`config.mk`:
```
export PLATFORM = sky130hd
export DESIGN_NAME = instr_fetch_unit
export DESIGN_NICKNAME = d
export VERILOG_FILES = /design/src/rtl/core_pkg.sv /design/src/rtl/pc_register.sv /design/src/rtl/instr_fetch_unit.sv
export SDC_FILE = /design/constraint.sdc
export NUM_CORES = 1
export LEC_CHECK = 0
export ABC_AREA = 1
export CAP_MARGIN = 20
export CORE_ASPECT_RATIO = 1.25
export CORE_UTILIZATION = 49
export DETAILED_ROUTE_END_ITERATION = 8
export GPL_ROUTABILITY_DRIVEN = 0
export PLACE_DENSITY = 0.81
export SLEW_MARGIN = 25
export SYNTH_ARGS = -nofsm -noshare
export SYNTH_HDL_FRONTEND = slang
export SYNTH_SLANG_ARGS = --single-unit
```
`constraint.sdc`:
```
create_clock -name clk -period 6.6 [get_ports clk]
set_input_delay 0.99 -clock clk [delete_from_list [all_inputs] [get_ports clk]]
set_output_delay 0.99 -clock clk [all_outputs]
set_load 0.01 [all_outputs]
```
`src/rtl/core_pkg.sv`:
```
// Shared definitions for the multi-cycle core: fetch FSM states and reset constants.
package core_pkg;

  localparam logic [31:0] NOP_INSTR        = 32'h0000_0013;
  localparam logic [31:0] RESET_PC_DEFAULT = 32'h0000_0000;

  typedef enum logic [2:0] {
    F_IDLE = 3'd0,
    F_REQ  = 3'd1,
    F_WAIT = 3'd2,
    F_HOLD = 3'd3,
    F_ERR  = 3'd4
  } fetch_state_t;

endpackage

```
`src/rtl/pc_register.sv`:
```
// Program counter with a one-entry deferred write slot and misaligned-target rejection.
// Writes land directly while the fetch FSM is idle; during a fetch they are parked
// and committed on the edge the fetch completes or times out.
module pc_register
  import core_pkg::*;
#(
  parameter int          XLEN     = 32,
  parameter logic [31:0] RESET_PC = RESET_PC_DEFAULT
) (
  input  logic            clk,
  input  logic            reset,
  input  logic            pc_we,
  input  logic [XLEN-1:0] pc_wdata,
  input  logic            direct_ok,
  input  logic            apply_pending,
  output logic [XLEN-1:0] pc_cur,
  output logic [XLEN-1:0] fetch_addr,
  output logic            misalign
);

  logic [XLEN-1:0] pc_q, pc_d;
  logic [XLEN-1:0] pend_data_q, pend_data_d;
  logic            pend_valid_q, pend_valid_d;
  logic            misalign_q, misalign_d;
  logic            wr_ok;

  assign wr_ok      = pc_we && (pc_wdata[1:0] == 2'b00);
  assign fetch_addr = wr_ok ? pc_wdata : pc_q;
  assign pc_cur     = pc_q;
  assign misalign   = misalign_q;

  // Next PC: direct load when idle, park writes during a fetch, newest write wins on commit.
  always_comb begin
    pc_d         = pc_q;
    pend_data_d  = pend_data_q;
    pend_valid_d = pend_valid_q;
    misalign_d   = pc_we && (pc_wdata[1:0] != 2'b00);
    if (direct_ok) begin
      if (wr_ok) pc_d = pc_wdata;
    end else if (apply_pending) begin
      if (wr_ok)             pc_d = pc_wdata;
      else if (pend_valid_q) pc_d = pend_data_q;
      pend_valid_d = 1'b0;
    end else if (wr_ok) begin
      pend_valid_d = 1'b1;
      pend_data_d  = pc_wdata;
    end
  end

  // PC, pending slot and misalign pulse registers.
  always_ff @(posedge clk or posedge reset) begin
    if (reset) begin
      pc_q         <= XLEN'(RESET_PC);
      pend_data_q  <= '0;
      pend_valid_q <= 1'b0;
      misalign_q   <= 1'b0;
    end else begin
      pc_q         <= pc_d;
      pend_data_q  <= pend_data_d;
      pend_valid_q <= pend_valid_d;
      misalign_q   <= misalign_d;
    end
  end

endmodule

```
`src/rtl/instr_fetch_unit.sv`:
```
// Instruction fetch stage: owns the PC, runs the memory read handshake with a bus
// timeout, and latches the fetched instruction and its PC for decode.
module instr_fetch_unit
  import core_pkg::*;
#(
  parameter int          XLEN        = 32,
  parameter logic [31:0] RESET_PC    = RESET_PC_DEFAULT,
  parameter int          TIMEOUT_CYC = 16
) (
  input  logic            clk,
  input  logic            reset,
  input  logic            fetch_start,
  input  logic            pc_we,
  input  logic [XLEN-1:0] pc_wdata,
  output logic            mem_req,
  output logic [XLEN-1:0] mem_addr,
  input  logic            mem_ready,
  input  logic [31:0]     mem_rdata,
  output logic [31:0]     instr,
  output logic            instr_valid,
  output logic [XLEN-1:0] pc_cur,
  output logic [XLEN-1:0] pc_old,
  output logic [XLEN-1:0] pc_plus4,
  output logic            busy,
  output logic            fetch_fault,
  output logic            misalign
);

  localparam int CW = (TIMEOUT_CYC > 2) ? $clog2(TIMEOUT_CYC) : 1;

  fetch_state_t    state_q, state_d;
  logic [CW-1:0]   cnt_q, cnt_d;
  logic [31:0]     instr_q, instr_d;
  logic            valid_q, valid_d;
  logic [XLEN-1:0] pc_old_q, pc_old_d;
  logic [XLEN-1:0] mem_addr_q, mem_addr_d;
  logic [XLEN-1:0] fetch_addr;
  logic            direct_ok;
  logic            apply_pending;

  assign direct_ok   = (state_q == F_IDLE) || (state_q == F_HOLD) || (state_q == F_ERR);
  assign busy        = (state_q == F_REQ) || (state_q == F_WAIT);
  assign mem_req     = busy;
  assign mem_addr    = mem_addr_q;
  assign instr       = instr_q;
  assign instr_valid = valid_q;
  assign pc_old      = pc_old_q;
  assign fetch_fault = (state_q == F_ERR);
  assign pc_plus4    = pc_cur + XLEN'(4);

  pc_register #(
    .XLEN     (XLEN),
    .RESET_PC (RESET_PC)
  ) u_pc (
    .clk           (clk),
    .reset         (reset),
    .pc_we         (pc_we),
    .pc_wdata      (pc_wdata),
    .direct_ok     (direct_ok),
    .apply_pending (apply_pending),
    .pc_cur        (pc_cur),
    .fetch_addr    (fetch_addr),
    .misalign      (misalign)
  );

  // Fetch sequencing: start, one request cycle, wait for ready or time out, then hold.
  always_comb begin
    state_d       = state_q;
    cnt_d         = cnt_q;
    instr_d       = instr_q;
    valid_d       = valid_q;
    pc_old_d      = pc_old_q;
    mem_addr_d    = mem_addr_q;
    apply_pending = 1'b0;
    case (state_q)
      F_IDLE, F_HOLD, F_ERR: begin
        if (fetch_start) begin
          state_d    = F_REQ;
          valid_d    = 1'b0;
          mem_addr_d = fetch_addr;
        end
      end
      F_REQ: begin
        pc_old_d = pc_cur;
        cnt_d    = '0;
        state_d  = F_WAIT;
      end
      F_WAIT: begin
        if (mem_ready) begin
          instr_d       = mem_rdata;
          valid_d       = 1'b1;
          state_d       = F_HOLD;
          apply_pending = 1'b1;
        end else if (cnt_q == CW'(TIMEOUT_CYC - 1)) begin
          valid_d       = 1'b0;
          state_d       = F_ERR;
          apply_pending = 1'b1;
        end else begin
          cnt_d = cnt_q + CW'(1);
        end
      end
      default: state_d = F_IDLE;
    endcase
  end

  // State, timeout counter and fetch result registers.
  always_ff @(posedge clk or posedge reset) begin
    if (reset) begin
      state_q    <= F_IDLE;
      cnt_q      <= '0;
      instr_q    <= NOP_INSTR;
      valid_q    <= 1'b0;
      pc_old_q   <= XLEN'(RESET_PC);
      mem_addr_q <= '0;
    end else begin
      state_q    <= state_d;
      cnt_q      <= cnt_d;
      instr_q    <= instr_d;
      valid_q    <= valid_d;
      pc_old_q   <= pc_old_d;
      mem_addr_q <= mem_addr_d;
    end
  end

endmodule

```
==> results of run 1 <==
[sequential cells by signal, summed over array words and instances (netlist names)]
name               flops
cnt_q                  4
instr                 32
instr_valid            1
mem_addr              32
pc_old                32
state_q                3
u_pc.misalign          1
u_pc.pc_cur           32
u_pc.pend_data_q      32
u_pc.pend_valid_q      1
[synth_stat cells, drive strengths merged]
master and number:
and3 1, clkinv 1, nand2 553, a21oi 1
inv 52, dfstp 3, nor3 1, nor2 50
nand3b 1, mux2 13, dfrtp 167, ha 2
nand4 2, nand3 110, buf 40, xor2 15
o21ai 87, xnor2 1, clkbuf 21
[stage by stage]
| step | hold slack (ns) | cells | area, µm² |
|---|---|---|---|
| floorplan | 0.437 | 1121 | 8400 |
| global placement | 0.449 | 1522 | 10800 |
| detailed placement | 0.456 | 1522 | 10800 |
| CTS | 0.468 | 1550 | 11300 |
| global route | 0.478 | 1550 | 11300 |
| finish | 0.466 | 1550 | 11300 |
[layout by cell type, fill, tap and decap left out, types with 3 or more instances in the layout]
cell / synthesis / final
nor2_2: 3 / 4
nand3_1: 109 / 108
clkbuf_16: 0 / 17
buf_4: 5 / 9
clkbuf_8: 0 / 3
clkdlybuf4s50_1: 0 / 233
mux2_2: 13 / 13
dfrtp_1: 167 / 167
nand2_2: 5 / 7
o21ai_1: 43 / 43
o21ai_0: 44 / 44
clkbuf_1: 20 / 5
nor2_1: 47 / 46
nand2_1: 548 / 546
dfstp_2: 3 / 3
inv_1: 48 / 47
inv_2: 4 / 4
xor2_1: 15 / 15
[power by group through the flow]
stage	sequential [mW]	clock, mW	combinational, mW
after floorplan	1.86	0	1.27
after global placement	1.81	0	2.35
after detailed placement	1.83	0	2.40
after CTS	1.82	0.978	2.41
after global routing	1.87	1.02	2.66
final	1.83	0.964	2.40
[cell type report]
class,count,area [µm²],area share [%]
Tap cell,220,275,2.43
Timing Repair Buffer,242,2400,21.2
Sequential cell,170,4260,37.6
Clock buffer,25,485,4.28
Inverter,53,208,1.83
Multi-Input combinational cell,837,3650,32.2
Clock inverter,3,65.1,0.574
[worst max path at each step]
stage,slack (ns),from,cells after the start,end
final,2.86,u_pc.pc_cur[3]$_DFFE_PP0P_,7,pc_plus4[12]
after global routing,2.62,pc_wdata[0],10,u_pc.pc_cur[24]$_DFFE_PP0P_
after CTS,2.88,u_pc.pc_cur[3]$_DFFE_PP0P_,7,pc_plus4[12]
after detailed placement,2.50,pc_wdata[1],10,u_pc.pc_cur[18]$_DFFE_PP0P_
after global placement,2.65,pc_wdata[0],10,u_pc.pc_cur[26]$_DFFE_PP0P_
after floorplan,1.01,reset,1,cnt_q[0]$_DFFE_PP0P_
[worst max-delay path, cell delays in order (launching register included)]
cell             delay (ns)
dfrtp_1                0.47
ha_1                   0.29
nand3_1                0.22
inv_1                  0.15
nand2_1                0.14
nor2_1                 0.29
xor2_1                 0.21
clkdlybuf4s50_1        0.56
[logic make-up (layout without fill, tap and decap cells)]
logic type,after synthesis,count (layout),synth area share [%]
AND/OR/NAND/NOR,718,718,34.2
XOR/XNOR,16,16,1.67
multiplexers,13,13,1.74
flip-flops,170,170,50.7
AO/OA/AOI/OAI,88,88,5.25
buffers and inverters,114,323,6.11
adder cells (fa/ha/maj),2,2,0.298
[metal layers]
| metal | part of all wire [%] | GRT usage, % | vias up |
|---|---|---|---|
| li1 | - | - | 3927 |
| met1 | 39 | 33.1 | 3868 |
| met2 | 49 | 48.3 | 377 |
| met3 | 8.9 | 8.24 | 58 |
| met4 | 3.2 | 11.6 | 0 |
| met5 | 0 | 0 | - |
==> results.yml, run 1 <==
cts:
  hold_buffers: 0
  clk_path_buf_depth: 2
  post-cts-setup-buffers: 0
  cts-buffers-inserted: 17
  clock_latency_ns: 0.43
  clkTransAtPathRegs_ns: 0.06
  cts_tree: "built"
  ctsResizeCount: 0
  cts.sinks: 170
  clock-root-buffer: "clkbuf_16"
  h-tree-depth: 4
detailed_routing:
  viasPerCell: 5.31
  num_vias: 8230
  dr.pass1.iters: 6
  wl_per_cell_um: 15.6
  drc: 0
  drt_wl_total_mm: 24.1
  drt_iter0_drc: 636
  postRouteAntennaNets: 0
run_status:
  outcome: "finished, final reports clean"
setup_path:
  r2r_cells: 9
  r2r_slack_ns: 3.36
  cp-start-kind: "flop"
  worstPathRequired_ns: 5.61
  reg2reg_from: "state_q[1]$_DFFE_PP0P_"
  endpoint_kind: "primary output"
  worst_ep_arrival_time_ns: 2.75
  worstSetupPathType: "reg -> out"
  r2r_end: "u_pc.pc_cur[18]$_DFFE_PP0P_"
  critPathMaxFanout: 6
floorplan:
  initial_core_util_pct: 50.0
  io_pins: 234
  die_height_um: 148
  dieArea_mm2: 0.0177
  die_w_um: 119
  core_mm2: 0.0168
  num_rows: 53
power_and_ir_drop:
  power_mw: 5.19
  p_sw_share_pct: 40.2
  power_leakage_nw: 5.66
  p_sw_mw: 2.09
  pwr-share-seq_pct: 35.2
  combPwrFrac_pct: 46.3
  p_int_mw: 3.10
  peakVddDrop_v: 0.000317
  power_density_mw_per_mm2: 458
  pwr-share-clk_pct: 18.6
final_layout:
  postLayoutCoreUtil_pct: 67.6
  final_nets: 1392
  syn2layout_area_growth_pct: 35.0
  fill_cells: 1392
  drive_above_1_share_pct: 5.11
  antennaDiodeCount: 0
global_routing:
  grt_overflow: 0
  grt_pass1_vias: 7879
  grt_first_pass_wirelength_mm: 39.0
  grt.total_usage_pct: 28.2
  antenna_found_initial: 0
  grt_max_degree: 110
logic_synthesis:
  synth_top_cell_area_share_pct: 49.8
  yosysWarnings: 0
  ys_ff_latch: 170
  synth_seq_area_share_pct: 50.7
  syn_area_mm2: 0.00840
  synth_cells: 1121
  syn_avg_cell_area_um2: 7.49
  synthTopCellsByArea: "dfrtp_1, nand2_1, nand3_1, o21ai_0, o21ai_1"
  yosysUniqueCellTypes: 28
  synthesis.nets: 1192
  synth_area_leader_cell: "dfrtp_1"
hold_path:
  hold_depth: 2
  hold_path.class: "reg -> reg"
  worstHoldEndpoint: "instr[26]$_DFFE_PP0P_"
  hold_path.startpoint: "instr[26]$_DFFE_PP0P_"
timing:
  worstMarginPinSlew_ns: 0.782
  setup-tns-final_ns: 0
  relSlewSlack_pct: 47.9
  fin_skew_ns: 0.00701
  hold_viol_final: 0
  rsz0062_at_grt: "no"
  timing.final.crit_share_pct: 56.7
  clock.fmax_mhz: 267
  fin_crit_ns: 3.74
  final-setup-viol-count: 0
  slew_viol_final: 0
  timing.final.ws_setup_ns: 2.86
placed_design:
  dp_slack_ns: 2.50
  numPortBuffers: 233
  post-dp-hpwl_mm: 16.7
run:
  max_cap_viol_count: 0
Power figures use the tool's default switching activity.
==> run 2, diff against run 1 <==
--- a/config.mk
+++ b/config.mk
@@ -8,10 +8,10 @@
 export ABC_AREA = 1
 export CAP_MARGIN = 20
 export CORE_ASPECT_RATIO = 1.25
-export CORE_UTILIZATION = 49
+export CORE_UTILIZATION = 44
 export DETAILED_ROUTE_END_ITERATION = 8
 export GPL_ROUTABILITY_DRIVEN = 0
-export PLACE_DENSITY = 0.81
+export PLACE_DENSITY = 0.77
 export SLEW_MARGIN = 25
 export SYNTH_ARGS = -nofsm -noshare
 export SYNTH_HDL_FRONTEND = slang
==> constraint.sdc (replaced) <==
create_clock -name clk -period 3.3 [get_ports clk]
set_input_delay 0.495 -clock clk [delete_from_list [all_inputs] [get_ports clk]]
set_output_delay 0.495 -clock clk [all_outputs]
set_load 0.01 [all_outputs]
==> results.yml, run 2 (synthesis results as in run 1) <==
detailed_routing:
  drt_wl_total_mm: 24.8
  num_vias: 8218
  met3_length_mm: 2.06
  viasPerCell: 5.22
  dr.pass1.iters: 8
  wl_per_cell_um: 15.7
  highest_layer: "met4"
  drt-met1-wl_mm: 9.95
  route.met2.wl_mm: 12.2
  drc: 19
  postRouteAntennaNets: 0
  drt_iter0_drc: 657
timing:
  final-setup-viol-count: 0
  rsz0062_at_grt: "no"
  fin_crit_ns: 3.10
  setup-tns-final_ns: 0
  worstMarginPinSlew_ns: 0.710
  hold_viol_final: 0
  slew_viol_final: 0
  relSlewSlack_pct: 52.5
  fin_hold_ws_ns: 0.316
  clock.fmax_mhz: 322
  fin_skew_ns: 0.0118
  timing.final.crit_share_pct: 94.1
cts:
  h-tree-depth: 4
  clock_latency_ns: 0.43
  ctsResizeCount: 0
  clk_path_buf_depth: 2
  cts.sinks: 170
  post-cts-setup-buffers: 0
  cts_tree: "built"
  clock-root-buffer: "clkbuf_16"
  clkTransAtPathRegs_ns: 0.07
  hold_buffers: 0
  cts-buffers-inserted: 17
final_layout:
  final_nets: 1401
  most-common-layout-cells: "nand2_1, clkdlybuf4s50_1, dfrtp_1"
  antennaDiodeCount: 0
  syn2layout_area_growth_pct: 36.9
  drive_above_1_share_pct: 6.25
  postLayoutCoreUtil_pct: 61.4
  layout_commonest_cell: "nand2_1"
setup_path:
  r2r_slack_ns: 0.85
  cp-start-kind: "flop"
  r2r_cells: 10
  r2r_end: "u_pc.pc_cur[24]$_DFFE_PP0P_"
  worstPathRequired_ns: 2.80
  endpoint_kind: "primary output"
  worst_ep_arrival_time_ns: 2.61
  worstSetupPathType: "reg -> out"
  reg2reg_from: "cnt_q[0]$_DFFE_PP0P_"
  critPathMaxFanout: 6
floorplan:
  num_rows: 56
  initial_core_util_pct: 44.9
  die_w_um: 126
  dieArea_mm2: 0.0196
  core_mm2: 0.0187
  io_pins: 234
  die_height_um: 156
global_routing:
  grt_first_pass_wirelength_mm: 39.9
  antenna_found_initial: 0
  grt.total_usage_pct: 25.9
  grt_max_degree: 92
  grt_overflow: 0
  grt_pass1_vias: 7929
power_and_ir_drop:
  power_mw: 10.6
  power_leakage_nw: 5.71
  peakVddDrop_v: 0.000550
  power_density_mw_per_mm2: 923
placed_design:
  post-dp-hpwl_mm: 17.1
  numPortBuffers: 233
run_status:
  violations: "DRC"
  outcome: "finished with violations"
hold_path:
  hold_path.class: "in -> async"
run:
  max_cap_viol_count: 0
## run 2: cell types whose count changed in the layout (fill, tap and decap cells not counted), sizes merged
cell,delta
bufinv,+1
inv,+1
buf,+9
clkinvlp,+5
clkinv,+3
clkbuf,-6
## run 2: critical path, stage by stage, from the launching register on
cell	delay [ns]
dfrtp_1	0.45
ha_1	0.27
nand3_1	0.23
inv_1	0.17
nand2_1	0.12
nor2_1	0.21
xor2_1	0.17
clkdlybuf4s50_1	0.56
## run 2: layer usage
| layer | global-route usage [%] | vias to the layer above |
|---|---|---|
| li1 | - | 3941 |
| met1 | 31.2 | 3878 |
| met2 | 44.5 | 358 |
| met3 | 6.94 | 41 |
| met4 | 9.18 | 0 |
| met5 | 0 | - |
## run 2: cell type report
class                           count  area [µm²]
Multi-Input combinational cell    837        3640
Tap cell                          232         290
Clock buffer                       19         443
Fill cell                        1660        7220
Timing Repair Buffer              251        2490
Inverter                           53         204
Sequential cell                   170        4260
Clock inverter                     13         169
## run 2: report_power, final
part           total (mW)  switching, mW  internal, mW
Clock                2.08          0.862          1.22
Sequential           3.62          0.707          2.91
Combinational        4.91           2.73          2.19
## run 2: how the worst max path moves through the flow
stage / from / depth (start not counted) / slack, ns / to
6_report: u_pc.pc_cur[3]$_DFFE_PP0P_ / 7 / 0.20 / pc_plus4[12]
5_1_grt: u_pc.pc_cur[3]$_DFFE_PP0P_ / 7 / 0.08 / pc_plus4[12]
4_1_cts: u_pc.pc_cur[3]$_DFFE_PP0P_ / 7 / 0.21 / pc_plus4[12]
3_5_place_dp: mem_ready / 10 / 0.59 / u_pc.pc_cur[27]$_DFFE_PP0P_
3_3_place_gp: mem_ready / 10 / 0.66 / u_pc.pc_cur[3]$_DFFE_PP0P_
2_1_floorplan: reset / 1 / 0.64 / cnt_q[0]$_DFFE_PP0P_
## run 2: metrics by stage
stage                     cells  setup slack [ns]  cell area, µm²
final                      1575             0.196           11500
after global routing       1575            0.0751           11500
after CTS                  1575             0.206           11500
after detailed placement   1543             0.592           10900
after global placement     1543             0.656           10900
after floorplan            1121             0.639            8400
